`src/rtl/mem_bus_master.sv`:
```
// mem_bus_master: single-outstanding RV32 load/store initiator for the peripheral bus
module mem_bus_master #(
  parameter int RD_LATENCY = 1
) (
  input  logic        clk,
  input  logic        rst,
  input  logic        req_valid,
  output logic        req_ready,
  input  logic        req_we,
  input  logic [2:0]  req_funct3,
  input  logic [31:0] req_addr,
  input  logic [31:0] req_wdata,
  output logic        resp_valid,
  output logic [31:0] resp_rdata,
  output logic        resp_err,
  output logic [31:0] bus_addr,
  output logic [31:0] bus_wdata,
  output logic        bus_rd_strobe,
  output logic [3:0]  bus_wr_strobe,
  input  logic [31:0] bus_rdata
);
  typedef enum logic [1:0] {IDLE, ISSUE, WAIT, RESP} state_t;
  state_t state, state_n;
  logic [3:0] cnt;
  logic we;
  logic [2:0] f3;
  logic [1:0] lane;
  logic acc, bad;
  logic [7:0] rb;
  logic [15:0] rh;
  logic [31:0] ld;
  logic [3:0] mask;
  assign req_ready = state == IDLE && !rst;
  assign acc = req_valid && req_ready;
  assign bad = (req_funct3[1:0] == 2'd1 && req_addr[0]) ||
               (req_funct3 == 3'd2 && req_addr[1:0] != 2'd0) ||
               (req_we ? req_funct3 > 3'd2 : (req_funct3 == 3'd3 || req_funct3[2:1] == 2'b11));
  assign mask = f3[1:0] == 2'd0 ? 4'b0001 << lane : f3[1:0] == 2'd1 ? 4'b0011 << lane : 4'b1111;
  assign bus_rd_strobe = state == ISSUE && !we;
  assign bus_wr_strobe = (state == ISSUE && we) ? mask : 4'b0000;
  assign resp_valid = state == RESP;
  // f3[2] marks the unsigned load variants
  assign rb = bus_rdata[{lane, 3'b000} +: 8];
  assign rh = lane[1] ? bus_rdata[31:16] : bus_rdata[15:0];
  assign ld = f3[1:0] == 2'd0 ? {{24{rb[7] & ~f3[2]}}, rb} :
              f3[1:0] == 2'd1 ? {{16{rh[15] & ~f3[2]}}, rh} : bus_rdata;
  always_ff @(posedge clk) begin
    if (rst) state <= IDLE;
    else state <= state_n;
  end
  always_comb begin
    state_n = state;
    case (state)
      IDLE:    state_n = acc ? (bad ? RESP : ISSUE) : IDLE;
      ISSUE:   state_n = we ? RESP : WAIT;
      WAIT:    state_n = cnt == 4'd0 ? RESP : WAIT;
      default: state_n = IDLE;
    endcase
  end
  always_ff @(posedge clk) begin
    if (rst) begin
      cnt <= '0;
      we <= 1'b0;
      f3 <= '0;
      lane <= '0;
      bus_addr <= '0;
      bus_wdata <= '0;
      resp_rdata <= '0;
      resp_err <= 1'b0;
    end else begin
      if (acc) begin
        we <= req_we;
        f3 <= req_funct3;
        lane <= req_addr[1:0];
      end
      if (acc && !bad) bus_addr <= {req_addr[31:2], 2'b00};
      if (acc && !bad && req_we)
        bus_wdata <= req_funct3[1:0] == 2'd0 ? {4{req_wdata[7:0]}} :
                     req_funct3[1:0] == 2'd1 ? {2{req_wdata[15:0]}} : req_wdata;
      if (acc && bad) begin
        resp_rdata <= '0;
        resp_err <= 1'b1;
      end
      if (state == ISSUE) begin
        cnt <= 4'(RD_LATENCY - 1);
        if (we) begin
          resp_rdata <= '0;
          resp_err <= 1'b0;
        end
      end
      if (state == WAIT) begin
        cnt <= cnt - 4'd1;
        if (cnt == 4'd0) begin
          resp_rdata <= ld;
          resp_err <= 1'b0;
        end
      end
    end
  end
endmodule

```
`config.mk`:
```
export PLATFORM = sky130hd
export DESIGN_NAME = mem_bus_master
export DESIGN_NICKNAME = d
export VERILOG_FILES = /design/src/rtl/mem_bus_master.sv
export SDC_FILE = /design/constraint.sdc
export NUM_CORES = 1
export LEC_CHECK = 0
export BUFFER_PORTS_ARGS = -buffer_cell sky130_fd_sc_hd__buf_4
export CAP_MARGIN = 20
export CORE_MARGIN = 1.5
export CORE_UTILIZATION = 52
export CTS_CLUSTER_DIAMETER = 80
export CTS_CLUSTER_SIZE = 40
export DETAILED_ROUTE_END_ITERATION = 16
export PLACE_DENSITY = 0.93
export SYNTH_ARGS = -nofsm -noshare
export SYNTH_HDL_FRONTEND = slang
export SYNTH_SLANG_ARGS = --single-unit
```
`constraint.sdc`:
```
create_clock -name clk -period 2.6 [get_ports clk]
set_input_delay 0.13 -clock clk [delete_from_list [all_inputs] [get_ports clk]]
set_output_delay 0.13 -clock clk [all_outputs]
set_load 0.05 [all_outputs]
```
* Yosys cells after proc, flatten, opt, wreduce, memory -nomap -nowiden
Cells that the tools add are included.
Cells by class: equal/unequal tests 8, magnitude comparators 1, reduce and logical (&&, ||, !) cells 21, bitwise gates (word level) 3, shift operators 3, mux-type cells 26, add/subtract/negate cells 1
Operators by type and width (number):
- 32-bit two-way mux | 9
- 32-bit by 6-bit variable part select with 8-bit output | 1
- 4-bit two-way mux | 5
- 16-bit two-way mux | 1
- 1-bit logical AND | 9
- 1-bit two-way mux | 8
- 2-bit by 1-bit equality test with 1-bit output (second input constant) | 3
- 2-bit equality test (second input constant) | 3
- 3-bit by 2-bit equality test with 1-bit output (second input constant) | 2
- 2-bit zero test | 3
- 2-bit one-hot mux with 3 select lines | 1
- 4-bit zero test | 1
- 2-bit two-way mux | 2
- 2-bit nonzero test | 2
- 1-bit by 2-bit left shift with 4-bit output (first input constant) | 1
- 2-bit by 2-bit left shift with 4-bit output (first input constant) | 1
- 4-bit by 1-bit subtractor with 4-bit output (second input constant) | 1
- 3-bit by 2-bit > comparator with 1-bit output (second input constant) | 1
- 1-bit zero test | 3
- 1-bit logical OR | 3
- 1-bit AND | 2
- 1-bit NOT | 1
Word-level totals: output and inout bits 104, flip-flop bits (word level) 107

* Longest topological paths before layout
Gate-level depths: netlist of the first run.
word-level depth 10, gate-level depth with buffers 8, depth with buffers taken out 6

* Worst setup path after synthesis of the first run
No wires, ideal clock.
path kind reg2out, start point register lane[1], end point output bus_wr_strobe[2], buffers on the path 2, arrival 1.923 ns, cell stages (with the launch flop) 7, setup slack 0.547 ns, required time 2.470 ns, cells stage by stage dfxtp_1 buf_2 buf_1 inv_1 ha_1 a211oi_1 nor2_1
On the way: longest elaborated chain between the ends 4, elaborated cells on any way between the ends 5, those cells by class 2 x shift; 3 x mux
Ends and longest elaborated chain:
- start, declared | line 27 | logic [1:0] lane;
- start signal, assigned | line 74 | lane <= req_addr[1:0];
- 2-bit by 2-bit left shift with 4-bit output | line 38 | assign mask = f3[1:0] == 2'd0 ? 4'b0001 << lane : f3[1:0] == 2'd1 ? 4'b0011 << lane : 4'b1111;
- 4-bit two-way mux | line 38
- 4-bit two-way mux (*) | line 38
- 4-bit two-way mux (*) | line 40 | assign bus_wr_strobe = (state == ISSUE && we) ? mask : 4'b0000;
- end, declared | line 19 | output logic [3:0] bus_wr_strobe,
Every way passes the cells marked *; elsewhere a longest branch is shown, timed or not.

* Worst setup path after layout of the first run
start point register state[1], end point register bus_wdata[23]
On the way: longest elaborated chain between the ends 5
Ends and longest elaborated chain:
- start, declared | line 23 | state_t state, state_n;
- start signal, assigned | line 49 | else state <= state_n;
- 2-bit zero test | line 33 | assign req_ready = state == IDLE && !rst;
- 1-bit logical AND | line 33
- 1-bit logical AND | line 34 | assign acc = req_valid && req_ready;
- 1-bit logical AND (2 in series) | line 77 | if (acc && !bad && req_we)
- end signal, assigned | line 78 | bus_wdata <= req_funct3[1:0] == 2'd0 ? {4{req_wdata[7:0]}} :
- end, declared | line 17 | output logic [31:0] bus_wdata,
Every way passes these cells. A chain may end at the register's enable or synchronous reset.

==> metrics.txt, run 1 <==
Via Count=5361; Synth Instances=591; placed inst area=6580 um2; Max Freq=447 MHz; initial core utilization=0.542; Pre-antenna DRT Iters=5; Crit Path Class=flop to flop; clk buf depth=2; Peak VDD IR=between 0.0003 and 0.0004 V; unique cell type count in the Yosys netlist=44; register area=2140 um2; Post-synth EDFFs=0; die height=102 um; ys flop type=dfxtp_1; ratio of cells with drive above 1 in the final layout=0.317; sequential area share after synthesis=0.424; First DRT Iteration DRCs=227; Fill cells=630; Mapped Area=between 5000 and 6000 um2; Via density=5.82; Tot GR Track Use=0.312; Relative slew margins=0.464; CP max stage delay=0.48 ns; CTS root buf=clkbuf_8; startpoint type of the worst setup path=flop; CP max stage cell=and3b_1; TritonCTS clock tree=built; Fin Hold WS=~0.0037 ns; Setup TNS Final=0 ns; Layout Cells excl Fill=921; Final #Nets=900; Rows=35; vias in the first global route=5182; Routability Congestion=0.931; Crit path max-delay family=simple AND/OR/NAND/NOR gates; RSZ-0062 raised after global routing=false; core area=~9300 um2; largest net degree at the start of global routing=50; Placed Instances=883; Power Total=4.71 mW; Worst Skew=0.0205 ns; Setup crit end kind=flop; cts repair resizes=0; FFs w/ async S/R, synth=0; final-report hold violation count=0; first-pass GRT wire length=roughly 25 mm; Yosys warning total=0; Seq cells post-synth=around 110; Total Routed Length=16.9 mm; Antenna Nets Post-Route=0; pre-CTS WS=0.336 ns; Final Critical Period=approximately 2.2 ns; Worst-Margin Slew=0.801 ns; Leak=around 3 nW; final cell area excluding filler cells=7020 um2; peak fanout along the critical path=48; routed len/inst=around 18 um; Hold Path Class=primary input to flop; gr ovfl total=0; clock slew at reported path FFs=0.12 ns; fin util=0.753; Worst Path Required=2.87 ns; DP HPWL=~11 mm; synthesized area per cell=roughly 8.5 um2; Num CTS Buffers=9; antenna violations before repair=0; Crit path buffers/inverters=2; critical-path cell list=inv_1 > ha_1 > and3b_1 > o211a_1 > buf_4 > nor2_1 > a211oi_1; power per cell area=671 nW/um2; I/O pin count=207; Final WS setup=0.363 ns; Port Buffers=~200; Multi-input gate area=2630 um2; r2r setup slk=0.36 ns; drc violations=0; Max Cap Violations=0; Max Slew Vio Count=0; CTS sink cnt=107; Die ar.=10300 um2; final clock period utilization by the worst path=0.860; Die Span X=102 um; outcome=completed; worst-skew pair later-pin latency=0.37 ns; depth of the CTS H-tree=3; n_diodes=0; crit path DAT=2.51 ns; Final Setup Violations=0; area delta synth->final=38.9%
[kinds of logic after synthesis]
kind of cell / after synthesis / share of synthesized area
muxes: 35 / 0.0899
and+or+nand+nor: 204 / 0.178
adders and majority gates: 10 / 0.0248
DFF: 107 / 0.424
AOI/OAI and AO/OA: 169 / 0.225
buffers and inverters: 65 / 0.0577
other: 1 / 0.000742
[report_power, final]
part	internal (mW)	total [mW]	switching (mW)
sequential	1.79	1.90	0.106
combinational	0.618	1.70	1.08
clock	0.463	1.11	0.648
total	2.87	4.71	1.84
[layer usage]
layer	vias up	track usage	part of all wire
met4	0	0.137	0.038
met1	2503	0.358	0.36
li1	2465	-	-
met2	335	0.553	0.51
met5	-	0	0
met3	58	0.0725	0.094
[tightest hold or removal path: cells and delay by family]
kind            cells  cell delay (ns)
compound gates      1             0.06
buf+inv             1             0.11
simple gates        1             0.04
[synthesized netlist by cell type, types with 4 or more instances]
cell type	count	area share
nor2_1	36	0.027
o2bb2ai_1	7	0.012
nand2_1	130	0.097
nand3b_1	4	0.0059
inv_1	15	0.011
a22o_1	25	0.043
a221o_1	7	0.014
buf_2	20	0.020
a21oi_1	57	0.056
ha_1	10	0.025
buf_4	6	0.0089
mux4_2	7	0.031
a211oi_1	18	0.027
o22ai_1	16	0.020
o21ai_0	27	0.027
mux2i_1	24	0.048
dfxtp_1	107	0.42
nor2b_1	12	0.015
nor3_1	11	0.011
clkbuf_1	22	0.016
[final timing paths]
path,start,end,cells past startpoint
hold / removal,req_addr[5],bus_addr[5]$_SDFFE_PP0N_,3
setup reg to reg,state[1]$_SDFF_PP0_,bus_wdata[23]$_SDFFE_PP0P_,7
setup / recovery,state[1]$_SDFF_PP0_,bus_wdata[23]$_SDFFE_PP0P_,7
hold reg to reg,bus_addr[19]$_SDFFE_PP0N_,bus_addr[19]$_SDFFE_PP0N_,2
[timing repair]
action | in CTS | in global routing
setup endpoints to repair | 0 | 0
hold buffers | 19 | 1
hold endpoints to repair | 19 | 1
buffers inserted | 0 | 0
[placed cells by master, fill, tap and decap left out, types with 16 or more instances in the layout]
cell | netlist | layout
buf_4 | 6 | 212
nand2_1 | 130 | 130
dfxtp_1 | 107 | 107
a21oi_1 | 57 | 57
nor2_1 | 36 | 36
o21ai_0 | 27 | 26
a22o_1 | 25 | 25
mux2i_1 | 24 | 24
dlygate4sd3_1 | 0 | 20
a211oi_1 | 18 | 18
o22ai_1 | 16 | 16
[registers in the layout, summed over array words and instances, names as in the netlist, 2 cells and up]
signal      count
bus_wdata      32
resp_rdata     32
bus_addr       30
cnt             4
f3              3
lane            2
state           2
[layout make-up]
cell class,count,share of cell area
repair buffers,234,0.259
multi-input cells,420,0.375
clock buffers,9,0.0176
clock inverters,7,0.0121
well taps,129,0.0230
flip-flops and latches,107,0.305
inverters,15,0.00802
No activity file was read; power rests on OpenSTA's default activity.
==> inputs of run 2 (changes only) <==
--- a/config.mk
+++ b/config.mk
@@ -7,8 +7,10 @@
 export LEC_CHECK = 0
 export BUFFER_PORTS_ARGS = -buffer_cell sky130_fd_sc_hd__buf_4
 export CAP_MARGIN = 20
+export CELL_PAD_IN_SITES_DETAIL_PLACEMENT = 1
+export CELL_PAD_IN_SITES_GLOBAL_PLACEMENT = 1
 export CORE_MARGIN = 1.5
-export CORE_UTILIZATION = 52
+export CORE_UTILIZATION = 37
 export CTS_CLUSTER_DIAMETER = 80
 export CTS_CLUSTER_SIZE = 40
 export DETAILED_ROUTE_END_ITERATION = 16
==> run 2 against run 1 <==
Compared with the run above: worst setup slack got worse by 0.056 ns; count of clock-buffer cells in the layout grew 3; flip-flop and latch count is the same; sequential power about the same; global-route usage decreased by 6.4 points; clock power increased by 30%; via count decreased by 5.3%; routed wire length increased by 7.7%; non-clock buffer count fell by 20; critical path type unchanged.
==> metrics.txt, run 2 (synthesized netlist as in run 1, its figures left out) <==
outcome=completed; Antenna Nets Post-Route=0; cts repair resizes=0; initial core utilization=0.380; combinational power share=0.340; # hold bufs at CTS=0; Relative slew margins=0.482; Power Total=5.06 mW; ratio of cells with drive above 1 in the final layout=0.324; final clock period utilization by the worst path=0.882; Sw Ratio=0.366; Rows=42; Final Critical Period=~2.3 ns; clk buf depth=2; worst-skew pair later-pin latency=roughly 0.35 ns; vias in the first global route=5321; Clock Power Share=0.285; placed inst area=between 6000 and 7000 um2; startpoint type of the worst setup path=flop; Final #Nets=880; power per cell area=723 nW/um2; largest net degree at the start of global routing=63; final-report hold violation count=0; internal power=3.21 mW; Worst-Margin Slew=0.775 ns; CTS sink cnt=107; Worst Path Required=2.87 ns; Pre-antenna DRT Iters=5; die height=120 um; Via density=5.36; # Post-CTS Setup Buffers=0; Max Cap Violations=0; Die ar.=about 14000 um2; clock slew at reported path FFs=0.07 ns; RSZ-0062 raised after global routing=false; depth of the CTS H-tree=3; Num CTS Buffers=9; Setup TNS Final=0 ns; Multi-input gate area=about 2600 um2; critical-path cell list=inv_1 > ha_1 > and3b_1 > o211a_1 > buf_4 > nand2_1 > a21oi_1; First DRT Iteration DRCs=283; Port Buffers=204; Setup crit end kind=flop; Final Setup Violations=0; Total Routed Length=18.2 mm; core area=between 10000 and 15000 um2; register area=2140 um2; final cell area excluding filler cells=between 6000 and 7000 um2; largest registers=bus_wdata (32), resp_rdata (32), bus_addr (30); Leak=2.98 nW; antenna violations before repair=0; Via Count=just over 5000; TritonCTS clock tree=built; crit path DAT=2.56 ns; Switching Power=1.85 mW; DP HPWL=13.4 mm; CP max stage cell=and3b_1; CP max stage delay=0.50 ns; fin util=0.526; most common cell after layout, fill and taps aside=buf_4; drc violations=0; Max Freq=436 MHz; n_diodes=0; Seq pwr share=0.375; I/O pin count=207; peak fanout along the critical path=48; Hold Path Class=primary input to flop; routed len/inst=19.2 um; Die Span X=120 um; Worst Skew=0.0104 ns; Crit Path Class=flop to flop; commonest cells after routing, fill and taps aside=buf_4, nand2_1, dfxtp_1, a21oi_1, nor2_1; Max Slew Vio Count=0; gr ovfl total=0; area delta synth->final=38.5%; Tot GR Track Use=0.248; Routability Congestion=roughly 0.87; Fill cells=1571; Peak VDD IR=0.000324 V; CTS root buf=clkbuf_16; first-pass GRT wire length=27.8 mm
run 2: cell count changes in the layout (fill, tap and decap cells not counted):
cell | before | now
dlygate4sd3_1 | 20 | 0
clkbuf_8 | 9 | 2
clkbuf_1 | 0 | 1
buf_16 | 0 | 1
clkinvlp_4 | 2 | 0
inv_6 | 0 | 1
inv_8 | 2 | 0
clkbuf_16 | 0 | 9
buf_6 | 1 | 0
run 2: metal layers:
| metal | vias up | GRT usage | wire length (um) |
|---|---|---|---|
| met4 | 0 | 0.104 | 495 |
| met2 | 203 | 0.437 | 9110 |
| met3 | 28 | 0.0618 | 1490 |
| met1 | 2426 | 0.286 | 7130 |
| li1 | 2422 | - | - |
| met5 | - | 0 | 0 |
run 2: layout make-up:
class                           instances  share of cell area
Multi-Input combinational cell        420               0.376
Inverter                               15             0.00805
Sequential cell                       107               0.306
Clock inverter                          4             0.00805
Timing Repair Buffer                  214               0.234
Tap cell                              176              0.0315
Clock buffer                           12              0.0367
run 2: final timing paths:
path | endpoint | depth (start not counted) | slack [ns] | startpoint
setup / recovery | bus_wdata[3]$_SDFFE_PP0P_ | 7 | 0.31 | state[0]$_SDFF_PP0_
hold reg to reg | bus_addr[12]$_SDFFE_PP0N_ | 2 | 0.46 | bus_addr[12]$_SDFFE_PP0N_
setup reg to reg | bus_wdata[3]$_SDFFE_PP0P_ | 7 | 0.31 | state[0]$_SDFF_PP0_
hold / removal | lane[1]$_SDFFE_PP0N_ | 3 | 0.02 | req_addr[1]
run 2: power by group through the flow:
stage | registers, mW | logic (mW) | clock network (mW)
after floorplan | 2.32 | 0.735 | 0
after global placement | 1.93 | 1.62 | 0
after detailed placement | 1.94 | 1.71 | 0
after CTS | 1.90 | 1.72 | 1.47
after global routing | 1.92 | 1.84 | 1.53
final | 1.90 | 1.72 | 1.44
run 2: stage by stage:
| stage | cells | hold WS (ns) | setup slack, ns |
|---|---|---|---|
| after detailed placement | 931 | 0.371 | 0.378 |
| final | 948 | 0.0237 | 0.307 |
| after CTS | 947 | 0.0105 | 0.301 |
| after global routing | 948 | 0.0260 | 0.133 |
| after global placement | 930 | 0.376 | 0.422 |
| after floorplan | 592 | 0.229 | 0.547 |
run 2: worst max-delay path, delay by kind of cell, from the launching register on:
family	cells	cell delay [ns]
simple gates	2	0.65
compound gates	2	0.47
buf+inv	2	0.50
fa+ha+maj	1	0.25
flops	1	0.34
==> inputs of run 3 (changes only) <==
--- a/config.mk
+++ b/config.mk
@@ -10,11 +10,12 @@
 export CELL_PAD_IN_SITES_DETAIL_PLACEMENT = 1
 export CELL_PAD_IN_SITES_GLOBAL_PLACEMENT = 1
 export CORE_MARGIN = 1.5
-export CORE_UTILIZATION = 37
+export CORE_UTILIZATION = 35
 export CTS_CLUSTER_DIAMETER = 80
 export CTS_CLUSTER_SIZE = 40
 export DETAILED_ROUTE_END_ITERATION = 16
-export PLACE_DENSITY = 0.93
+export PLACE_DENSITY = 0.89
+export SLEW_MARGIN = 0
 export SYNTH_ARGS = -nofsm -noshare
 export SYNTH_HDL_FRONTEND = slang
 export SYNTH_SLANG_ARGS = --single-unit
==> constraint.sdc (replaced) <==
create_clock -name clk -period 2.45 [get_ports clk]
set_input_delay 0.1225 -clock clk [delete_from_list [all_inputs] [get_ports clk]]
set_output_delay 0.1225 -clock clk [all_outputs]
set_load 0.05 [all_outputs]
==> run 3 against run 2 <==
Compared with the run above: sequential share of layout area about the same; maximum frequency up 12%; clock skew down 0.0040 ns; largest power group unchanged; sequential power up 6%; global-route usage down 1.3 points; non-clock buffer count up 2; critical path type unchanged; clock power up 6%; register-to-register slack better by 0.09 ns.
==> metrics.txt, run 3 (synthesized netlist as in run 1, its figures left out) <==
outcome=completed; RSZ-0062 raised after global routing=false; Hold Path Class=primary input to flop; critical-path cell list=inv_1 > ha_1 > and3b_1 > o211a_1 > buf_12 > nor2_1 > a211oi_1; Tot GR Track Use=0.235; Total Routed Length=17.7 mm; most common cell after layout, fill and taps aside=buf_4; # Post-CTS Setup Buffers=0; Reg2Reg Capture Point=bus_wdata[17]$_SDFFE_PP0P_; I/O pin count=207; CP max stage delay=0.49 ns; Rows=43; pre-CTS WS=0.432 ns; Die ar.=roughly 15000 um2; Worst-Margin Slew=0.732 ns; crit path DAT=2.32 ns; WHS Endpoint=bus_addr[30]$_SDFFE_PP0N_; Max Freq=487 MHz; n_diodes=0; commonest cells after routing, fill and taps aside=buf_4, nand2_1, dfxtp_1, a21oi_1, nor2_1; power per cell area=765 nW/um2; worst-skew pair later-pin latency=0.35 ns; routed len/inst=about 19 um; Final Setup Violations=0; Pre-antenna DRT Iters=4; DP HPWL=between 10 and 15 mm; Relative slew margins=0.511; Placed Instances=roughly 940; core area=about 14000 um2; cell depth of the worst flop-to-flop path=7; CTS sink cnt=107; Peak VDD IR=0.000474 V; Worst Path Required=2.71 ns; Final Critical Period=between 2 and 2.5 ns; Port Buffers=a little over 200; drc violations=0; Setup TNS Final=0 ns; CP max stage cell=and3b_1; Fin Hold WS=0.0141 ns; final clock period utilization by the worst path=0.839; initial core utilization=0.361; vias in the first global route=5270; TritonCTS clock tree=built; r2r setup slk=0.40 ns; worst r2r src=state[1]$_SDFF_PP0_; Layout Cells excl Fill=954; Final #Nets=882; ratio of cells with drive above 1 in the final layout=0.327; Final WS setup=between 0.3 and 0.4 ns; Die Span X=between 100 and 150 um; first-pass GRT wire length=27.5 mm; die height=123 um; final-report hold violation count=0; Setup crit end kind=flop; Num CTS Buffers=9; depth of the CTS H-tree=3; # hold bufs at CTS=0; Crit Path Class=flop to flop; cts repair resizes=0; Leak=2.97 nW; First DRT Iteration DRCs=~270; gr ovfl total=0; peak fanout along the critical path=48; Routability Congestion=between 0.9 and 1; clock slew at reported path FFs=0.08 ns; largest net degree at the start of global routing=49; Via density=5.37; antenna violations before repair=0; Max Slew Vio Count=0; CTS root buf=clkbuf_16; Power Total=approximately 5.4 mW; Worst Skew=0.00636 ns; area delta synth->final=38.7%; largest registers=bus_wdata (32), resp_rdata (32), bus_addr (30); WHS Path Cells=3; Antenna Nets Post-Route=0; clk buf depth=2; startpoint type of the worst setup path=flop; Via Count=5127; Worst Hold Launch=req_addr[30]; Max Cap Violations=0
run 3: metal layers:
metal	routed length (um)	vias up	global-route usage
li1	-	2436	-
met1	7040	2452	0.270
met2	8660	211	0.407
met3	1630	28	0.0793
met4	384	0	0.0790
met5	0	-	0
run 3: layout make-up:
cell class | count | area, um2
multi-input cells | 420 | 2630
fillers | 1674 | 6980
repair buffers | 216 | 1640
clock buffers | 10 | 239
inverters | 15 | 56.3
clock inverters | 6 | 72.6
flip-flops and latches | 107 | 2140
well taps | 180 | 225
run 3: worst max-delay path by stage:
stage	start	endpoint	slack, ns	cells after the start
after floorplan	lane[1]$_SDFFE_PP0N_	bus_wr_strobe[2]	0.40	6
after global placement	state[0]$_SDFF_PP0_	bus_wdata[9]$_SDFFE_PP0P_	0.53	7
after detailed placement	state[0]$_SDFF_PP0_	bus_wdata[13]$_SDFFE_PP0P_	0.43	7
after CTS	state[0]$_SDFF_PP0_	bus_addr[15]$_SDFFE_PP0N_	0.40	6
after global routing	state[0]$_SDFF_PP0_	bus_wdata[17]$_SDFFE_PP0P_	0.20	7
final	state[1]$_SDFF_PP0_	bus_wdata[17]$_SDFFE_PP0P_	0.40	7
run 3: worst max-delay path, delay by kind of cell (launching register included):
family | cells | cell delay, ns
simple gates | 2 | 0.55
fa+ha+maj | 1 | 0.25
compound gates | 2 | 0.49
flops | 1 | 0.34
buf+inv | 2 | 0.31
run 3: per-stage QoR:
step / instance area, um2 / utilization
after detailed placement: 6680 / 0.478
after CTS: 6990 / 0.500
after global placement: 6680 / 0.478
after floorplan: 5060 / -
after global routing: 7010 / 0.501
final: 7010 / 0.501
run 3: report_power, final:
group / internal [mW] / leakage (nW) / switching, mW / total [mW]
registers: 1.90 / 0.867 / 0.122 / 2.02
clock network: 0.832 / 0.143 / 0.697 / 1.53
logic: 0.640 / 1.96 / 1.17 / 1.81
